$ cat config.mk
export PLATFORM = sky130hd
export DESIGN_NAME = if_fetch_stage
export DESIGN_NICKNAME = d
export VERILOG_FILES = /design/src/rtl/if_pkg.sv /design/src/rtl/if_fetch_stage_pc_next_mux.sv /design/src/rtl/if_fetch_stage.sv
export SDC_FILE = /design/constraint.sdc
export NUM_CORES = 1
export LEC_CHECK = 0
export ABC_AREA = 1
export BUFFER_PORTS_ARGS = -buffer_cell sky130_fd_sc_hd__buf_4
export CAP_MARGIN = 20
export CORE_MARGIN = 8
export CORE_UTILIZATION = 30
export DETAILED_ROUTE_END_ITERATION = 7
export HOLD_SLACK_MARGIN = 0.1
export PLACE_DENSITY = 0.53
export SETUP_SLACK_MARGIN = 0.5
export SYNTH_ARGS = -nofsm -noshare
export SYNTH_HDL_FRONTEND = slang
export SYNTH_SLANG_ARGS = --single-unit
export TNS_END_PERCENT = 100
$ cat constraint.sdc
create_clock -name clk -period 4.2 [get_ports clk]
set_input_delay 0.84 -clock clk [delete_from_list [all_inputs] [get_ports clk]]
set_output_delay 0.84 -clock clk [all_outputs]
set_load 0.01 [all_outputs]
$ cat src/rtl/if_pkg.sv
// Shared definitions for the instruction-fetch stage: next-PC select codes,
// the default bubble instruction and the fetch FSM state encoding.
package if_pkg;

  localparam logic [1:0] PCSRC_SEQ = 2'b00;
  localparam logic [1:0] PCSRC_BR  = 2'b01;
  localparam logic [1:0] PCSRC_JR  = 2'b10;
  localparam logic [1:0] PCSRC_J   = 2'b11;

  // sll $0,$0,0 encodes as all zeros, which is the MIPS NOP.
  localparam logic [31:0] NOP_INST_DEFAULT = 32'h0000_0000;

  typedef enum logic {
    FETCH = 1'b0,
    HOLD  = 1'b1
  } if_state_t;

endpackage

$ cat src/rtl/if_fetch_stage_pc_next_mux.sv
// Next-PC selection: 4:1 choice between pc+4 and the three ID-stage targets,
// with a remembered redirect taking priority over the live selection.
module pc_next_mux
  import if_pkg::*;
(
  input  logic [31:0] pc4,
  input  logic [31:0] bpc,
  input  logic [31:0] rpc,
  input  logic [31:0] jpc,
  input  logic [1:0]  pcsource,
  input  logic        redir_valid,
  input  logic [31:0] redir_pc,
  output logic [31:0] sel_pc,
  output logic [31:0] npc
);

  // Live target chosen by the ID stage this cycle.
  always_comb begin
    sel_pc = pc4;
    case (pcsource)
      PCSRC_SEQ: sel_pc = pc4;
      PCSRC_BR:  sel_pc = bpc;
      PCSRC_JR:  sel_pc = rpc;
      PCSRC_J:   sel_pc = jpc;
      default:   sel_pc = pc4;
    endcase
  end

  // A captured redirect wins so the delay slot is followed by its target.
  always_comb begin
    npc = redir_valid ? redir_pc : sel_pc;
  end

endmodule

$ cat src/rtl/if_fetch_stage.sv
// Instruction-fetch stage: owns the PC, drives the instruction-memory request
// and presents if_pc4/if_inst to an enable-less IF/ID register. Outputs are
// held stable across stalls (via inst_buf) and a NOP bubble is driven while
// memory has not answered.
module if_fetch_stage
  import if_pkg::*;
#(
  parameter logic [31:0] RESET_PC = 32'h0000_0000,
  parameter logic [31:0] NOP_INST = NOP_INST_DEFAULT
) (
  input  logic        clk,
  input  logic        clrn,
  input  logic        stall,
  input  logic [1:0]  pcsource,
  input  logic [31:0] bpc,
  input  logic [31:0] rpc,
  input  logic [31:0] jpc,
  output logic        imem_req,
  output logic [31:0] imem_addr,
  input  logic [31:0] imem_rdata,
  input  logic        imem_ready,
  output logic [31:0] if_pc4,
  output logic [31:0] if_inst,
  output logic        if_busy
);

  if_state_t   state_reg, state_next;
  logic [31:0] pc_reg;
  logic [31:0] inst_buf_reg;
  logic        redir_valid_reg;
  logic [31:0] redir_pc_reg;

  logic [31:0] pc4;
  logic [31:0] sel_pc;
  logic [31:0] npc;
  logic        advance;
  logic        buf_load;
  logic        capture;

  assign pc4       = pc_reg + 32'd4;
  assign if_pc4    = pc4;
  assign imem_addr = pc_reg;

  pc_next_mux u_pc_next_mux (
    .pc4         (pc4),
    .bpc         (bpc),
    .rpc         (rpc),
    .jpc         (jpc),
    .pcsource    (pcsource),
    .redir_valid (redir_valid_reg),
    .redir_pc    (redir_pc_reg),
    .sel_pc      (sel_pc),
    .npc         (npc)
  );

  // FSM state register.
  always_ff @(posedge clk or negedge clrn) begin
    if (!clrn) state_reg <= FETCH;
    else       state_reg <= state_next;
  end

  // Next state, memory handshake and IF/ID outputs.
  always_comb begin
    state_next = state_reg;
    imem_req   = 1'b0;
    if_inst    = NOP_INST;
    if_busy    = 1'b0;
    advance    = 1'b0;
    buf_load   = 1'b0;
    case (state_reg)
      FETCH: begin
        imem_req = 1'b1;
        if (!imem_ready) begin
          if_busy = 1'b1;
        end else begin
          if_inst = imem_rdata;
          if (stall) begin
            buf_load   = 1'b1;
            state_next = HOLD;
          end else begin
            advance = 1'b1;
          end
        end
      end
      HOLD: begin
        if_inst = inst_buf_reg;
        if (!stall) begin
          advance    = 1'b1;
          state_next = FETCH;
        end
      end
      default: state_next = FETCH;
    endcase
  end

  // Remember a control transfer that ID issues while the delay slot is still
  // outstanding; only the first one is kept.
  assign capture = (pcsource != PCSRC_SEQ) && !stall && !advance && !redir_valid_reg;

  // PC, held instruction and pending-redirect registers.
  always_ff @(posedge clk or negedge clrn) begin
    if (!clrn) begin
      pc_reg          <= RESET_PC;
      inst_buf_reg    <= 32'h0000_0000;
      redir_valid_reg <= 1'b0;
      redir_pc_reg    <= 32'h0000_0000;
    end else begin
      if (advance) begin
        pc_reg          <= npc;
        redir_valid_reg <= 1'b0;
      end else if (capture) begin
        redir_valid_reg <= 1'b1;
        redir_pc_reg    <= sel_pc;
      end
      if (buf_load) inst_buf_reg <= imem_rdata;
    end
  end

endmodule

# Word level (Yosys, flattened, before mapping)
# Cells that the tools add are included.
[totals]
ramBits = 0
in_bits = 134
n_memories = 0
latch_bits = 0
rom_bits = 0
output_inout_bits = 98
ff_bits = 98
[op_classes]
order_cmp = 0
multipliers = 0
eq_ne = 3
addsub = 1
div = 0
n_mux = 16
bitwise = 2
reduce_logical = 10
n_shift = 0
[ops]
columns = ["cell", "n"]
rows = [
  ["32-bit one-hot mux with 4 select lines", 1],
  ["32-bit two-way mux", 2],
  ["32-bit one-hot mux with 2 select lines", 1],
  ["32-bit by 3-bit adder with 32-bit output (second input constant)", 1],
  ["1-bit two-way mux", 10],
  ["2-bit == test (second input constant)", 2],
  ["1-bit one-hot mux with 2 select lines", 2],
  ["2-bit nonzero test", 2],
  ["1-bit logical AND", 3],
  ["1-bit logical NOT", 3],
  ["2-bit by 1-bit == test with 1-bit output (second input constant)", 1],
  ["2-bit logical NOT", 1],
  ["1-bit NOT", 2],
  ["2-bit AND reduction", 1],
]

# Logic depth before layout (Yosys ltp)
# Gate-level depths: netlist of run 1.
[logic_depth]
depth_word = 8
mapped_depth = 12
ltp_nobuf = 12

# Modules after synthesis
# From an unflattened synthesis of run 1, not the netlist that was laid out.
[hier_totals]
hier_cells = 1029
hier_area_um2 = 6715.2
[modules_own_cells]
columns = ["mod", "n_inst", "cells_per_inst", "area_per_inst_um2"]
rows = [
  ["if_fetch_stage", 1, 669, 5044.8],
  ["pc_next_mux", 1, 360, 1670.4],
]

# Least setup slack after synthesis of run 1
# No wires, ideal clock.
[synth_path]
path_type = "input-to-output"
startpoint = "input port imem_ready"
endpoint = "output port if_inst[10]"
setup_slack_ns = 1.981
arrival_ns = 1.379
path_buffers = 1
cell_stages = 3
required_time_ns = 3.360
cell_sequence = "nand2_1 > clkbuf_1 > o21ai_0"
[synth_via]
elab_chain_len = 2
[synth_rtl]
columns = ["element", "line", "rtl"]
rows = [
  ["from (decl)", "if_fetch_stage.sv:21", "input logic imem_ready,"],
  ["32-bit two-way mux", "if_fetch_stage.sv:73", "if (!imem_ready) begin"],
  ["32-bit one-hot mux with 2 select lines", "if_fetch_stage.sv:70", "case (state_reg)"],
  ["to (decl)", "if_fetch_stage.sv:23", "output logic [31:0] if_inst,"],
]
# No other way between the ends.

# Final worst setup path of run 1
[layout_path]
startpoint = "register state_reg"
endpoint = "output port if_inst[8]"
[layout_via]
elab_chain_len = 2
[layout_rtl]
columns = ["element", "line", "rtl"]
rows = [
  ["from (decl)", "if_fetch_stage.sv:27", "if_state_t state_reg, state_next;"],
  ["from (signal assigned)", "if_fetch_stage.sv:59", "else state_reg <= state_next;"],
  ["1-bit NOT", "n/a", ""],
  ["32-bit one-hot mux with 2 select lines (*)", "if_fetch_stage.sv:70", ""],
]
# Mark *: on every way between the ends. The rest lies on a longest branch, timed or not.

==> results of run 1 <==
-- how the worst max path moves through the flow --
stage                              from          end  slack [ns]  cells after the start
CTS                 state_reg$_DFF_PN0_  if_inst[28]        1.10                      5
global placement             imem_ready  if_inst[28]        1.45                      4
global route        state_reg$_DFF_PN0_   if_inst[4]        0.90                      5
finish              state_reg$_DFF_PN0_   if_inst[8]        1.15                      5
floorplan                    imem_ready  if_inst[10]        1.98                      3
detailed placement           imem_ready  if_inst[28]        1.30                      4
-- report_power, final --
| part | total (mW) | internal (mW) | switching [mW] | leakage [nW] |
|---|---|---|---|---|
| sequential | 1.42 | 1.18 | 0.235 | 1.20 |
| combinational | 1.32 | 0.594 | 0.727 | 2.96 |
| clock | 0.909 | 0.541 | 0.368 | 0.157 |
| total | 3.65 | 2.32 | 1.33 | 4.32 |
-- metal layers --
metal / part of all wire, % / track usage [%] / vias up
met5: 0 / 0 / -
li1: - / - / 3317
met3: 7.8 / 4.48 / 13
met4: 1.1 / 4.67 / 0
met1: 46 / 23.7 / 2879
met2: 45 / 28.6 / 188
-- placed cells by master (no fill, tap or decap), types with 2 or more instances in the layout --
cell type	instances
a22o_1	3
nand3_1	51
clkbuf_1	2
o21ai_0	81
nor2_4	3
and2_1	2
buf_4	243
inv_1	77
o21ai_1	10
nor2_2	10
nand4_1	11
nand2_2	2
a21oi_1	22
nor2_1	98
o22ai_1	4
nand2_1	365
clkbuf_16	9
xor2_1	10
a31oi_1	12
dfrtp_1	98
bufinv_16	2
xor2_2	2
-- logic make-up (layout without fill, tap and decap cells) --
| family | count (synthesis) | in the layout | share of synthesized area [%] |
|---|---|---|---|
| DFF | 98 | 98 | 40.3 |
| xor gates and xnor gates | 13 | 13 | 2.12 |
| and+or+nand+nor | 545 | 545 | 36.4 |
| adders and majority gates | 1 | 1 | 0.206 |
| AOI/OAI and AO/OA | 137 | 137 | 12.1 |
| buffers and inverters | 124 | 339 | 8.91 |
-- area by class of cell --
class | instances | area [µm²]
Clock buffer | 12 | 246
Fill cell | 2205 | 11700
Multi-Input combinational cell | 696 | 3100
Timing Repair Buffer | 244 | 1850
Tap cell | 270 | 338
Inverter | 79 | 297
Sequential cell | 98 | 2450
Clock inverter | 4 | 73.8
-- per-stage QoR --
step / power, mW / setup slack (ns)
floorplan: 2.09 / 1.98
CTS: 3.69 / 1.10
detailed placement: 2.77 / 1.30
global route: 3.91 / 0.904
global placement: 2.76 / 1.45
finish: 3.65 / 1.15
-- worst max-delay path, stage by stage, from the launching register on --
cell	delay (ns)
dfrtp_1	0.32
buf_4	0.33
inv_1	0.15
nand2_1	0.64
o21ai_0	0.21
buf_4	0.19
==> impl_metrics.csv, run 1 <==
group,metric,value,unit
floorplanning,boundaryPins,232,
cts,cts.path.max_buffers,2,
worst_setup_path,rr_worst_depth,9,
worst_setup_path,crit_type,"reg -> out",
route,postRouteAntennaNets,0,
logic_synthesis,synth_async_sr_flop_share,100,%
min_path,holdPathStages,2,
layout,drive_gt1_share,24.6,%
worst_setup_path,path_max_fanout,34,
global_route,gr-total-overflow,0,
layout,postLayoutCellArea,8360,µm²
layout,fin_util,41.7,%
logic_synthesis,synth_ff_type,"dfrtp_1",
logic_synthesis,synthTopCellsByArea,"dfrtp_1 40%, nand2_1 23%, o21ai_0 6.7%, nor2_1 6.2%, inv_1 4.8%",
layout,fin_nets,1263,
logic_synthesis,seq_area_frac_synth,40.3,%
logic_synthesis,synth_area_leader_cell,"dfrtp_1",
cts,worstSkewPairLatency,0.35,ns
timing,setup_tns,0,ns
worst_setup_path,rrSetupSlack,1.92,ns
layout,synthToLayoutAreaGrowth,37.4,%
floorplanning,rows,52,
logic_synthesis,syn_area,6080,µm²
route,drc,0,
global_route,grt_pass1_vias,6554,
worst_setup_path,crit_required,3.36,ns
worst_setup_path,r2r_end,"imem_addr[28]$_DFFE_PN0P_",
timing,fin_crit_sh,72.5,%
floorplanning,initial_utilization,30.4,%
timing,fmax,328,MHz
placement,dpl-instance-area,8010,µm²
timing,period_needed,3.05,ns
power_and_ir_drop,peakVddDrop,0.000171,V
route,dr.pass1.iters,5,
logic_synthesis,ys_warn_count,0,
cts,cts_setup_buffers,0,
route,wirelength,22.4,mm
timing,relSlewSlack,44.8,%
placement,hpwl,17.1,mm
cts,ctsResizeCount,0,
cts,cts-root-buf,"clkbuf_16",
route,first_iter_violations,379,
route,wl_per_cell,16.0,µm
timing,skew,0.00944,ns
timing,whs,0.474,ns
min_path,holdPathEnd,"redir_pc_reg[2]$_DFFE_PN0P_",
floorplanning,fp.dieArea,25100,µm²
power_and_ir_drop,p_per_area,436,nW/µm²
status,status,"finished clean",
worst_setup_path,start_kind,"flip-flop",
timing,setup_violations,0,
min_path,min-delay-start,"redir_pc_reg[2]$_DFFE_PN0P_",
logic_synthesis,synth_edf_count,0,
timing,hold_violations,0,
cts,cts_tree,"yes",
job,max-cap-violations,0,
timing,grt_setup_unrepaired,"no",
floorplanning,die_x,158,µm
power_and_ir_drop,leakagePower,4.32,nW
placement,port_buffers,231,
global_route,grt_max_degree,65,
cts,cts_buffers,9,
logic_synthesis,yosysMostFrequentCell,"nand2_1",
worst_setup_path,crit_path_end_kind,"output pin",
route,vias,6397,
route,viasPerCell,4.56,
placement,place.gp.congestion,0.878,
global_route,grt_pass1_wl,34.9,mm
logic_synthesis,ys_seq_elements,98,
floorplanning,core,20000,µm²
logic_synthesis,synth_area_per_cell,6.63,µm²
logic_synthesis,synth_top_area_share,40.3,%
cts,ctsHoldBuffers,0,
worst_setup_path,arrival,2.21,ns
logic_synthesis,synth_common_cells,"365 x nand2_1, 100 x nor2_1, 98 x dfrtp_1",
placement,dp_cells,1386,
global_route,grt_antenna_before_repair,0,
layout,fin_cells,1403,
cts,htreeDepth,3,
worst_setup_path,reg2reg_from,"state_reg$_DFF_PN0_",
global_route,track_usage,17.9,%
logic_synthesis,synth.distinct_cells,32,
layout,diodes,0,
timing,final_max_slew_viol_count,0,
cts,path_clk_slew,0.07,ns
logic_synthesis,synthesis.nets,1053,
timing,worst_pin_slew,0.826,ns
floorplanning,die_h,158,µm
logic_synthesis,synthCells,918,
min_path,hp-class,"reg -> reg",
cts,cts.sinks,98,
Note: power is estimated with default switching activity, not from simulation.
==> run 2: changes to the inputs <==
clock period = 3.05 ns   (was 4.2 ns; I/O delays follow)
==> impl_metrics.csv, run 2 (synthesis results as in run 1) <==
group,metric,value,unit
status,status,"finished clean",
timing,fin_crit_sh,81.0,%
power_and_ir_drop,p_per_area,593,nW/µm²
timing,period_needed,2.47,ns
timing,setup_violations,0,
route,wirelength,22.5,mm
route,vias,6501,
power_and_ir_drop,intPower,3.14,mW
power_and_ir_drop,clock_power_share,23.8,%
placement,port_buffers,231,
timing,final_max_slew_viol_count,0,
power_and_ir_drop,peakVddDrop,0.000268,V
timing,relSlewSlack,58.8,%
layout,fin_nets,1273,
floorplanning,die_h,158,µm
cts,path_clk_slew,0.07,ns
floorplanning,die_x,158,µm
layout,final_cell_mix,"363 x nand2_1, 252 x buf_4, 91 x nor2_1",
global_route,gr-total-overflow,0,
power_and_ir_drop,leakagePower,4.35,nW
cts,cts.path.max_buffers,2,
job,max-cap-violations,0,
layout,synthToLayoutAreaGrowth,40.2,%
timing,whs,0.173,ns
route,first_iter_violations,484,
worst_setup_path,arrival,1.86,ns
timing,setup_tns,0,ns
global_route,grt_pass1_vias,6407,
global_route,grt_pass1_wl,35.2,mm
route,viasPerCell,4.60,
floorplanning,initial_utilization,30.4,%
worst_setup_path,start_kind,"flip-flop",
timing,fin_ws,0.580,ns
cts,cts_tree,"yes",
timing,worst_pin_slew,0.617,ns
cts,htreeDepth,3,
worst_setup_path,path_max_fanout,3,
cts,cts-root-buf,"clkbuf_16",
floorplanning,fp.dieArea,25100,µm²
timing,skew,0.00912,ns
global_route,grt_antenna_before_repair,0,
worst_setup_path,crit_path_end_kind,"output pin",
cts,cts_buffers,9,
placement,hpwl,17.2,mm
placement,dp_cells,1390,
cts,worstSkewPairLatency,0.36,ns
worst_setup_path,crit_type,"reg -> out",
global_route,track_usage,18.1,%
floorplanning,boundaryPins,232,
layout,drive_gt1_share,28.1,%
placement,place_ws,0.747,ns
route,dr.pass1.iters,5,
placement,place.gp.congestion,0.905,
route,wl_per_cell,15.9,µm
route,drc,0,
power_and_ir_drop,switchingPower,1.91,mW
floorplanning,core,20000,µm²
min_path,hp-class,"in -> async",
layout,fin_cells,1413,
layout,layout_commonest_cell,"nand2_1",
global_route,grt_max_degree,65,
timing,grt_setup_unrepaired,"yes",
floorplanning,rows,52,
layout,diodes,0,
power_and_ir_drop,switching_share,37.8,%
worst_setup_path,crit_required,2.44,ns
power_and_ir_drop,comb_power_share,37.3,%
timing,fmax,405,MHz
timing,hold_violations,0,
power_and_ir_drop,sequentialPowerShare,38.8,%
cts,cts.sinks,98,
route,postRouteAntennaNets,0,
run 2: cell count changes in the layout (fill, tap and decap cells not counted), sizes merged:
| cell | previous run | this run |
|---|---|---|
| buf | 244 | 254 |
| bufinv | 2 | 1 |
| clkinv | 2 | 3 |
| clkbuf | 12 | 9 |
| clkinvlp | 0 | 1 |
| inv | 79 | 81 |
run 2: power by group through the flow:
| stage | Combinational, mW | Sequential (mW) | Clock (mW) |
|---|---|---|---|
| 3_5_place_dp | 1.86 | 1.97 | 0 |
| 4_1_cts | 1.90 | 1.95 | 1.25 |
| 2_1_floorplan | 0.947 | 1.93 | 0 |
| 3_3_place_gp | 1.85 | 1.96 | 0 |
| 6_report | 1.89 | 1.96 | 1.21 |
| 5_1_grt | 2.12 | 2.02 | 1.31 |
run 2: what timing repair did:
action                                 CTS  global route
pin swaps                                5             7
hold buffers                             0             0
endpoints found under the hold margin    0             0
resized for setup                       11            26
buffers inserted                         5             1
setup endpoints to repair               13            19
run 2: final cells by class:
type | instances | area [µm²]
fillers | 2145 | 11500
multi-input cells | 696 | 3180
flip-flops and latches | 98 | 2470
repair buffers | 254 | 1930
well taps | 270 | 338
inverters | 79 | 297
clock buffers | 9 | 225
clock inverters | 7 | 83.8
run 2: final timing paths:
check | start | to | slack [ns] | cells after the start
worst max-delay path | imem_addr[2]$_DFFE_PN0P_ | if_pc4[16] | 0.58 | 7
worst min-delay path | clrn | redir_pc_reg[12]$_DFFE_PN0P_ | 0.17 | 1
worst max register to register | state_reg$_DFF_PN0_ | redir_pc_reg[8]$_DFFE_PN0P_ | 1.04 | 7
worst min register to register | redir_pc_reg[0]$_DFFE_PN0P_ | redir_pc_reg[0]$_DFFE_PN0P_ | 0.48 | 2
max in group asynchronous | clrn | imem_addr[11]$_DFFE_PN0P_ | 2.11 | 2
min in group clk | redir_pc_reg[0]$_DFFE_PN0P_ | redir_pc_reg[0]$_DFFE_PN0P_ | 0.48 | 2
run 2: stage by stage:
step                      util, %  power, mW  instance area [µm²]
after floorplan                 -       2.87                 6080
after global placement       40.2       3.81                 8050
after detailed placement     40.2       3.83                 8050
after CTS                    42.1       5.10                 8440
after global routing         42.6       5.45                 8530
final                        42.6       5.06                 8530
run 2: worst max-delay path: stages (launching register included):
cell and delay (ns):
dfrtp_1 0.39, ha_2 0.20, nand2_2 0.07, nor2_4 0.11
nand2_1 0.13, nor2_4 0.21, xor2_2 0.23, buf_4 0.16
run 2: per-layer routing:
layer | share of wire (%) | global-route usage [%]
met1 | 46 | 25.1
met2 | 45 | 27.6
met3 | 7.6 | 3.85
met4 | 1.4 | 5.43
met5 | 0 | 0
==> run 3: changes to the inputs <==
PLACE_DENSITY = 0.55   (was 0.53)
clock period = 2.25 ns   (was 3.05 ns; I/O delays follow)
==> impl_metrics.csv, run 3 (synthesis results as in run 1) <==
group,metric,value,unit
layout,multi_input_area,3980,µm²
floorplanning,core,20000,µm²
placement,hpwl,17.6,mm
layout,synthToLayoutAreaGrowth,72.7,%
global_route,grt_antenna_before_repair,1,
min_path,hp-class,"in -> reg",
timing,fin_ws,-0.0743,ns
route,vias,7149,
layout,regArea,2470,µm²
layout,fin_cells,1487,
layout,fillers,1973,
timing,hold_violations,0,
power_and_ir_drop,p_per_area,742,nW/µm²
global_route,grt_max_degree,50,
cts,cts_tree,"yes",
route,wirelength,26.7,mm
timing,setup_violations,11,
placement,port_buffers,231,
layout,layout_commonest_cell,"nand2_1",
cts,path_clk_slew,0.07,ns
worst_setup_path,start_kind,"flip-flop",
power_and_ir_drop,leakagePower,5.14,nW
cts,cts.sinks,98,
placement,place.gp.congestion,0.904,
floorplanning,boundaryPins,232,
floorplanning,fp.dieArea,25100,µm²
route,wl_per_cell,18.0,µm
global_route,grt_pass1_vias,6831,
timing,fmax,430,MHz
cts,cts_buffers,9,
cts,htreeDepth,3,
min_path,min-delay-start,"stall",
worst_setup_path,crit_required,1.80,ns
worst_setup_path,reg2reg_from,"imem_addr[2]$_DFFE_PN0P_",
floorplanning,initial_utilization,30.4,%
timing,skew,0.00523,ns
route,drc,0,
power_and_ir_drop,peakVddDrop,0.000347,V
route,viasPerCell,4.81,
global_route,track_usage,20.0,%
route,first_iter_violations,481,
worst_setup_path,arrival,1.87,ns
timing,final_max_slew_viol_count,0,
floorplanning,rows,52,
global_route,grt_pass1_wl,38.4,mm
timing,period_needed,2.32,ns
floorplanning,die_x,158,µm
cts,worstSkewPairLatency,0.36,ns
job,max-cap-violations,0,
worst_setup_path,crit_type,"reg -> out",
worst_setup_path,crit_start,"imem_addr[2]$_DFFE_PN0P_",
status,status,"finished with violations",
global_route,gr-total-overflow,0,
cts,cts-root-buf,"clkbuf_16",
floorplanning,die_h,158,µm
placement,dp_cells,1401,
timing,relSlewSlack,62.2,%
route,dr.pass1.iters,5,
worst_setup_path,path_max_fanout,3,
layout,drive_gt1_share,45.2,%
timing,fin_crit_sh,103,%
route,postRouteAntennaNets,0,
timing,worst_pin_slew,0.567,ns
cts,cts.path.max_buffers,2,
status,failed_checks,"negative setup slack",
timing,setup_tns,-0.350,ns
layout,fin_nets,1346,
timing,grt_setup_unrepaired,"yes",
worst_setup_path,crit_path_end_kind,"output pin",
layout,final_cell_mix,"292 x nand2_1, 250 x buf_4, 82 x dfrtp_1",
[run 3: cell types whose count changed in the layout (fill, tap and decap cells not counted), sizes merged]
cell | before | now
buf | 254 | 320
bufinv | 1 | 0
clkbuf | 9 | 13
clkinv | 3 | 6
clkinvlp | 1 | 3
diode | 0 | 1
dlygate4sd3 | 0 | 1
inv | 81 | 79
[run 3: per-layer routing]
metal / global-route usage, % / vias to the layer above / share of wire (%)
li1: - / 3505 / -
met1: 26.5 / 3398 / 42
met2: 32.1 / 216 / 49
met3: 4.15 / 30 / 7.5
met4: 6.24 / 0 / 1.9
met5: 0 / - / 0
[run 3: where the power goes]
part           internal [mW]  switching, mW
sequential              2.22          0.541
combinational           1.74           1.78
clock                  0.754          0.751
[run 3: final timing paths]
kind                            slack [ns]  depth (start not counted)                            to
worst max register to register        0.10                         18     imem_addr[28]$_DFFE_PN0P_
min in group asynchronous             0.63                          2  redir_pc_reg[15]$_DFFE_PN0P_
worst min register to register        0.49                          2   inst_buf_reg[7]$_DFFE_PN0P_
max in group asynchronous             1.00                          3     imem_addr[11]$_DFFE_PN0P_
worst max-delay path                 -0.07                         10                    if_pc4[24]
worst min-delay path                  0.37                          3           state_reg$_DFF_PN0_
[run 3: area by class of cell]
type	count	share of cell area [%]
antenna	1	0.0238
sequential	98	23.5
clock buffer	10	2.18
timing repair inverter	3	0.631
clock inverter	6	0.405
inverter	79	3.12
timing repair buffer	324	29.0
multi-input combinational	696	37.9
tap	270	3.22
[run 3: worst max-delay path: stages, from the launching register on]
cell and delay [ns]:
dfrtp_1 0.42, ha_4 0.17, nand2_4 0.05, nor2_4 0.12, buf_4 0.14, nand2_4 0.06
nor2_4 0.22, nand2_2 0.07, nand2_2 0.07, nand2_2 0.06, buf_6 0.12
[run 3: timing repair]
item,CTS,global route
setup endpoints to repair,90,122
hold buffers,1,0
hold endpoints to repair,3,0
pin swaps,41,45
gates cloned,13,6
setup buffers,30,19
resized for setup,238,126
[run 3: metrics by stage]
stage,instance area (µm²),power (mW),util (%),hold slack [ns],setup WS (ns)
final,10500,7.79,52.4,0.366,-0.0743
after CTS,9690,7.41,48.4,0.352,-0.0876
after detailed placement,8210,5.26,41.0,0.460,0.141
after floorplan,6100,3.91,-,0.154,0.461
after global routing,10500,8.26,52.4,0.360,-0.127
after global placement,8210,5.24,41.0,0.457,0.182
